`src/rtl/serial_subtractor.sv`:
```
// Bit-serial subtractor: computes a - b - bin one bit per clock, LSB first, using one
// full-subtractor cell and a borrow flop, with a start/busy/done handshake.
module serial_subtractor #(
  parameter int unsigned WIDTH = 8
) (
  input  logic             clk,
  input  logic             rst_n,
  input  logic             start,
  input  logic [WIDTH-1:0] a,
  input  logic [WIDTH-1:0] b,
  input  logic             bin,
  output logic             busy,
  output logic             done,
  output logic [WIDTH-1:0] diff,
  output logic             bout,
  output logic             ovf
);

  localparam int unsigned CntW = (WIDTH > 1) ? $clog2(WIDTH) : 1;
  localparam logic [CntW-1:0] LastCnt = CntW'(WIDTH - 1);

  typedef enum logic [1:0] {StIdle, StRun, StDone} state_e;

  state_e            state_q, state_d;
  logic [WIDTH-1:0]  a_sh_q, a_sh_d;
  logic [WIDTH-1:0]  b_sh_q, b_sh_d;
  logic [WIDTH-1:0]  diff_q, diff_d;
  logic [CntW-1:0]   cnt_q, cnt_d;
  logic              borrow_q, borrow_d;
  logic              bout_q, bout_d;
  logic              ovf_q, ovf_d;
  logic              a_msb_q, a_msb_d;
  logic              b_msb_q, b_msb_d;
  logic              cell_d;
  logic              cell_bo;

  // Full-subtractor cell on the current LSBs.
  always_comb begin
    cell_d  = a_sh_q[0] ^ b_sh_q[0] ^ borrow_q;
    cell_bo = (~a_sh_q[0] & b_sh_q[0]) | (~(a_sh_q[0] ^ b_sh_q[0]) & borrow_q);
  end

  always_comb begin
    state_d  = state_q;
    a_sh_d   = a_sh_q;
    b_sh_d   = b_sh_q;
    diff_d   = diff_q;
    cnt_d    = cnt_q;
    borrow_d = borrow_q;
    bout_d   = bout_q;
    ovf_d    = ovf_q;
    a_msb_d  = a_msb_q;
    b_msb_d  = b_msb_q;
    unique case (state_q)
      StIdle: begin
        if (start) begin
          a_sh_d   = a;
          b_sh_d   = b;
          borrow_d = bin;
          cnt_d    = '0;
          diff_d   = '0;
          bout_d   = 1'b0;
          ovf_d    = 1'b0;
          a_msb_d  = a[WIDTH-1];
          b_msb_d  = b[WIDTH-1];
          state_d  = StRun;
        end
      end
      StRun: begin
        a_sh_d   = a_sh_q >> 1;
        b_sh_d   = b_sh_q >> 1;
        diff_d   = {cell_d, diff_q[WIDTH-1:1]};
        borrow_d = cell_bo;
        if (cnt_q == LastCnt) begin
          // cell_d here is the result MSB.
          bout_d  = cell_bo;
          ovf_d   = (a_msb_q ^ b_msb_q) & (cell_d ^ a_msb_q);
          state_d = StDone;
        end else begin
          cnt_d = cnt_q + CntW'(1);
        end
      end
      StDone: begin
        state_d = StIdle;
      end
      default: begin
        state_d = StIdle;
      end
    endcase
  end

  always_ff @(posedge clk or negedge rst_n) begin
    if (!rst_n) begin
      state_q  <= StIdle;
      a_sh_q   <= '0;
      b_sh_q   <= '0;
      diff_q   <= '0;
      cnt_q    <= '0;
      borrow_q <= 1'b0;
      bout_q   <= 1'b0;
      ovf_q    <= 1'b0;
      a_msb_q  <= 1'b0;
      b_msb_q  <= 1'b0;
    end else begin
      state_q  <= state_d;
      a_sh_q   <= a_sh_d;
      b_sh_q   <= b_sh_d;
      diff_q   <= diff_d;
      cnt_q    <= cnt_d;
      borrow_q <= borrow_d;
      bout_q   <= bout_d;
      ovf_q    <= ovf_d;
      a_msb_q  <= a_msb_d;
      b_msb_q  <= b_msb_d;
    end
  end

  assign busy = (state_q != StIdle);
  assign done = (state_q == StDone);
  assign diff = diff_q;
  assign bout = bout_q;
  assign ovf  = ovf_q;

endmodule

```
`config.mk`:
```
export PLATFORM = sky130hd
export DESIGN_NAME = serial_subtractor
export DESIGN_NICKNAME = d
export VERILOG_FILES = /design/src/rtl/serial_subtractor.sv
export SDC_FILE = /design/constraint.sdc
export NUM_CORES = 1
export LEC_CHECK = 0
export BUFFER_PORTS_ARGS = -buffer_cell sky130_fd_sc_hd__buf_2
export CAP_MARGIN = 25
export CORE_MARGIN = 8
export CORE_UTILIZATION = 48
export CTS_CLUSTER_DIAMETER = 120
export DETAILED_ROUTE_END_ITERATION = 10
export PLACE_DENSITY = 0.85
export SETUP_SLACK_MARGIN = 0.05
export SYNTH_ARGS = -nofsm -noshare
export SYNTH_HDL_FRONTEND = slang
export SYNTH_SLANG_ARGS = --single-unit
```
`constraint.sdc`:
```
create_clock -name clk -period 1.5 [get_ports clk]
set_input_delay 0.225 -clock clk [delete_from_list [all_inputs] [get_ports clk]]
set_output_delay 0.225 -clock clk [all_outputs]
set_load 0.01 [all_outputs]
```
==> results of run 1 <==
[kinds of logic after synthesis]
logic type / Yosys count
muxes: 16
AOI/OAI and AO/OA: 33
buffers and inverters: 11
and+or+nand+nor: 49
DFF: 34
adders and majority gates: 4
[state kept, by name, indices dropped and copies added, names as in the netlist]
name      count
a_sh_q        8
b_sh_q        8
diff          8
cnt_q         3
state_q       2
a_msb_q       1
b_msb_q       1
borrow_q      1
bout          1
ovf           1
[layout make-up]
type                       instances  area share, %
clock inverter                     1          0.243
inverter                           3          0.546
clock buffer                       7           2.67
tap                               44           2.67
sequential                        34           41.4
multi-input combinational        102           34.6
timing repair buffer              48           17.9
[power groups by stage]
stage          clock [mW]  sequential (mW)  combinational [mW]
6_report            0.532             1.59                1.98
5_1_grt             0.573             1.64                2.18
4_1_cts             0.542             1.57                1.68
3_5_place_dp            0             1.58                1.61
3_3_place_gp            0             1.55                1.54
2_1_floorplan           0             1.57                1.13
[cells in the mapped netlist, types with 3 or more instances]
library cell,instances
ha_1,3
dfrtp_1,34
nand2_1,35
clkbuf_1,4
o21ai_1,9
nor2b_1,4
mux2i_1,13
o21ai_0,14
a21oi_1,3
mux2_2,3
inv_1,3
[final timing paths]
kind | from | to | slack (ps) | depth (start not counted)
setup / recovery | a_sh_q[0] | ovf | 20 | 4
hold / removal | b[0] | b_sh_q[0] | 110 | 3
setup reg to reg | a_sh_q[0] | ovf | 20 | 4
hold reg to reg | b_sh_q[2] | b_sh_q[1] | 500 | 2
max in group asynchronous | rst_n | state_q[0] | 710 | 3
min in group asynchronous | rst_n | diff[1] | 350 | 2
[routing by layer]
layer  global-route usage, %  up-vias  wire, um
met1                    15.7      601      1510
met4                    4.22        0        68
met2                    21.7       43      1910
met5                       0        -         0
li1                        -      592         -
met3                    5.91        9       245
[critical path: cells and delay by family (launching register included)]
family,cells,cell delay (ps)
adders and majority gates,1,630
AOI/OAI and AO/OA,2,210
DFF,1,410
and+or+nand+nor,1,180
[layout by cell type (no fill, tap or decap), types with 3 or more instances in the layout]
master    instances
buf_2            29
dfrtp_1          32
o21ai_0          10
nor2b_1           3
mux2_4            3
nand2_1          35
mux2i_1          13
a21oi_1           3
buf_6             5
buf_4             9
clkbuf_4          5
o21ai_1          13
[what timing repair did]
item,CTS,global route
endpoints found under the hold margin,16,0
gates resized for setup,6,15
hold buffers,1,0
gates cloned,0,2
buffers inserted,1,7
setup endpoints to repair,4,21
pin swaps,2,5
==> impl_metrics.tcl, run 1 <==
set metrics [dict create \
    skew_ps 3.59 \
    antenna_cells 0 \
    grt_max_degree 30 \
    worstMarginPinSlew_ps 404 \
    ys_types 28 \
    register_area_um2 853 \
    synth_area_mm2 0.00157 \
    crit_slowest_cell "fa_1" \
    drtIter0Drc 71 \
    synth_top_family_by_area "simple AND/OR/NAND/NOR gates" \
    synth_compound_area_share_pct 12.7 \
    drt-pass1-iter-count 4 \
    stdcell_count 239 \
    finalPower_mw 4.10 \
    yosys_warnings 0 \
    die_h_um 73.2 \
    grt_pass1_wl_um 5650 \
    grt_pass1_vias 1209 \
    hold_path_class "primary input to flop" \
    leakagePower_nw 0.960 \
    fin_ws_ps 20.6 \
    period_share_pct 98.6 \
    critPathLaunchType "flop" \
    drcViolationCount 0 \
    power.density_mw_per_mm2 1990 \
    place_area_mm2 0.00181 \
    synthMuxAreaShare_pct 10.4 \
    netSwitchingFraction_pct 38.2 \
    syn_nets 171 \
    maxSlewHeadroom_pct 73.0 \
    die_w_um 73.2 \
    clk_latency_ps 330 \
    hold_viol 0 \
    pwr-share-seq_pct 38.9 \
    cp.arrival_ps 1740 \
    drv_cap 0 \
    path_class "flop to flop" \
    stdcell_area_mm2 0.00206 \
    fmax_ghz 0.676 \
    peakVddDrop_mv 1.25 \
    worstSetupEndpointType "flop" \
    clockPowerShare_pct 13.0 \
    initial_utilization_pct 51.1 \
    ant_nets 0 \
    core_mm2 0.00308 \
    num_rows 20 \
    htree_levels 2 \
    synthAdderAreaFrac_pct 3.66 \
    drive_gt1_share_pct 37.9 \
    multi_input_area_um2 714 \
    async_reset_ff_share_pct 100 \
    ios 32 \
    area_growth_pct 31.2 \
    numClockSinks 34 \
    grt_usage_pct 13.5 \
    num_vias 1245 \
    finalSetupTns_ps 0 \
    synth_xor_area_share_pct 0 \
    min_period_ps 1480 \
    yosysTopAreaCellShare_pct 54.1 \
    place_ws_ps 27.8 \
    wl_per_cell_um 15.6 \
    place_hpwl_um 2340 \
    cp_data_required_time_ps 1760 \
    nNetsFinal 218 \
    synth_seq_cells 34 \
    power_frac_comb_pct 48.2 \
    drt_wl_total_um 3730 \
    yosys.area_share.simple_pct 14.7 \
    gp_congestion 0.744 \
    io_buffers 31 \
    status "completed" \
    cts_tree "built" \
    n_fill_cell 235 \
    synth_area_leaders "dfrtp_1, nand2_1, mux2i_1, o21ai_0, o21ai_1" \
    hold_slack_ps 113 \
    synth_area_per_cell_um2 10.7 \
    cts_buffers 5 \
    switchingPower_mw 1.57 \
    yosys.area.top_type "dfrtp_1" \
    clockRootBuffer "clkbuf_4" \
    grt_remaining_overflow 0 \
    p_int_mw 2.54 \
    antenna_found_initial 0 \
    synthFlopType "dfrtp_1" \
    finalCoreUtilization_pct 67.0 \
    avgViaCountPerCell 5.21 \
    slowest_delay_ps 630 \
    clk_path_buf_depth 2 \
    place_inst 220 \
    fp.dieArea_mm2 0.00536 \
    critPathMaxFanout 3 \
    cp_cell_sequence "fa_1 > nor2b_2 > a21oi_1 > o2bb2ai_1" \
    synth_edf_count 0 \
    synth_cells 147 \
    drv_slew 0 \
    clkTransAtPathRegs_ps 100 \
    setup_violations 0 \
    yosysSeqAreaShare_pct 54.1 \
    rsz0062_at_grt "yes" \
]
Power figures use the tool's default switching activity.
==> run 2, diff against run 1 <==
--- a/config.mk
+++ b/config.mk
@@ -5,8 +5,9 @@
 export SDC_FILE = /design/constraint.sdc
 export NUM_CORES = 1
 export LEC_CHECK = 0
+export ABC_AREA = 1
 export BUFFER_PORTS_ARGS = -buffer_cell sky130_fd_sc_hd__buf_2
-export CAP_MARGIN = 25
+export CAP_MARGIN = 20
 export CORE_MARGIN = 8
 export CORE_UTILIZATION = 48
 export CTS_CLUSTER_DIAMETER = 120
==> constraint.sdc (replaced) <==
create_clock -name clk -period 1.5 [get_ports clk]
set_input_delay 0.225 -clock clk [delete_from_list [all_inputs] [get_ports clk]]
set_output_delay 0.225 -clock clk [all_outputs]
set_load 0.005 [all_outputs]
==> impl_metrics.tcl, run 2 <==
set metrics [dict create \
    synth_area_per_cell_um2 8.40 \
    yosys.area.top_type "dfrtp_1" \
    yosysSeqAreaShare_pct 54.1 \
    rsz0062_at_grt "yes" \
    stdcell_area_mm2 0.00188 \
    synth_xor_area_share_pct 0 \
    mostFrequentLayoutCell "nand2_1" \
    fin_ws_ps 92.4 \
    grt_pass1_wl_um 5260 \
    synth_edf_count 0 \
    clk_latency_ps 330 \
    grt_usage_pct 12.5 \
    yosys_warnings 0 \
    core_mm2 0.00308 \
    synth_area_mm2 0.00157 \
    cts_tree "built" \
    nNetsFinal 246 \
    worstSetupEndpointType "flop" \
    grt_max_degree 37 \
    grt_pass1_vias 1194 \
    postCtsSetupBuffers 0 \
    clk_path_buf_depth 2 \
    grt_remaining_overflow 0 \
    ys_types 17 \
    drv_cap 0 \
    synthAdderAreaFrac_pct 3.66 \
    synth_top_family_by_area "simple AND/OR/NAND/NOR gates" \
    drt-pass1-iter-count 4 \
    finalPower_mw 3.76 \
    clkTransAtPathRegs_ps 100 \
    yosysMostFrequentCell "nand2_1" \
    place_area_mm2 0.00180 \
    synthFlopType "dfrtp_1" \
    avgViaCountPerCell 4.67 \
    path_class "flop to flop" \
    synth_seq_cells 34 \
    slowest_delay_ps 560 \
    yosys.area_share.simple_pct 15.5 \
    die_w_um 73.2 \
    drcViolationCount 0 \
    hold_viol 0 \
    synth_cells 187 \
    io_buffers 31 \
    final_cell_mix "nand2_1, inv_1, dfrtp_1" \
    min_period_ps 1410 \
    cts_buffers 5 \
    wl_per_cell_um 11.4 \
    ios 32 \
    drv_slew 0 \
    skew_ps 6.33 \
    maxSlewHeadroom_pct 73.2 \
    clockRootBuffer "clkbuf_4" \
    period_share_pct 93.8 \
    yosysTopAreaCellShare_pct 54.1 \
    fmax_ghz 0.710 \
    num_rows 20 \
    place_ws_ps 64.0 \
    finalSetupTns_ps 0 \
    drtIter0Drc 53 \
    cp_cell_sequence "fa_1 > inv_1 > a21oi_2 > nor2_2 > nand2_1 > nand2_1" \
    initial_utilization_pct 51.1 \
    power.density_mw_per_mm2 2000 \
    critPathLaunchType "flop" \
    fp.dieArea_mm2 0.00536 \
    antenna_found_initial 0 \
    worstMarginPinSlew_ps 402 \
    numClockSinks 34 \
    critPathMaxFanout 2 \
    hold_path_class "primary input to flop" \
    path_buf_inv 1 \
    peakVddDrop_mv 1.04 \
    path_common_cell "nand2_1" \
    die_h_um 73.2 \
    leakagePower_nw 0.992 \
    place_hpwl_um 2270 \
    area_growth_pct 19.8 \
    synthMuxAreaShare_pct 0 \
    cp_data_required_time_ps 1740 \
    num_vias 1246 \
    finalCoreUtilization_pct 61.2 \
    cp.arrival_ps 1650 \
    syn_nets 211 \
    drt_wl_total_um 3040 \
    gp_congestion 0.751 \
    htree_levels 2 \
    synth_compound_area_share_pct 14.7 \
    crit_slowest_cell "fa_1" \
    crit_family "adder cells" \
    ys_top_cells_by_count "nand2_1, dfrtp_1, inv_1, o21ai_0, o22ai_1" \
    setup_violations 0 \
    async_reset_ff_share_pct 100 \
    antenna_cells 0 \
    drive_gt1_share_pct 22.9 \
    status "completed" \
    synth_area_leaders "dfrtp_1, nand2_1, o21ai_0, inv_1, o22ai_1" \
    ant_nets 0 \
]
-- run 2: tightest hold or removal path: cells and delay by family --
family	cells	cell delay (ps)
buffers and inverters	2	150
AO/OA/AOI/OAI	1	80
-- run 2: worst paths after layout --
path | start | endpoint | slack (ps) | cells past startpoint
hold / removal | a[7] | a_msb_q | 150 | 3
setup reg to reg | a_sh_q[0] | ovf | 90 | 6
hold reg to reg | bout | bout | 490 | 2
max in group asynchronous | rst_n | b_sh_q[6] | 730 | 3
setup / recovery | a_sh_q[0] | ovf | 90 | 6
min in group asynchronous | rst_n | diff[4] | 340 | 2
-- run 2: power by group --
| part | internal, mW | switching (mW) | leakage (nW) |
|---|---|---|---|
| sequential | 1.30 | 0.174 | 0.433 |
| clock | 0.225 | 0.301 | 0.0343 |
| combinational | 0.707 | 1.05 | 0.524 |
-- run 2: layout make-up --
cell class | count | area, um^2
clock buffer | 6 | 51.3
clock inverter | 2 | 12.5
fill | 274 | 1190
inverter | 35 | 131
multi-input combinational | 109 | 542
sequential | 34 | 851
tap | 44 | 55.1
timing repair buffer | 37 | 240
-- run 2: layer usage --
| layer | vias up | routed length [um] | track usage [%] |
|---|---|---|---|
| met5 | - | 0 | 0 |
| met4 | 0 | 52 | 6.00 |
| met3 | 5 | 168 | 4.26 |
| met2 | 30 | 1450 | 19.7 |
| met1 | 560 | 1380 | 15.0 |
| li1 | 651 | - | - |
-- run 2: timing repair --
item,4_1_cts,5_1_grt
gates cloned,0,0
pin swaps,0,0
endpoints found under the hold margin,16,0
endpoints found under the setup margin,1,3
resized for setup,1,3
hold buffers,1,0
-- run 2: kinds of logic after synthesis --
kind of cell | count (synthesis)
fa+ha+maj | 4
flops | 34
simple gates | 61
buf+inv | 44
compound gates | 44
-- run 2: per-stage QoR --
step | hold WS, ps | instances
2_1_floorplan | -70.6 | 187
3_3_place_gp | 173 | 258
3_5_place_dp | 178 | 258
4_1_cts | 141 | 267
5_1_grt | 149 | 267
6_report | 154 | 267
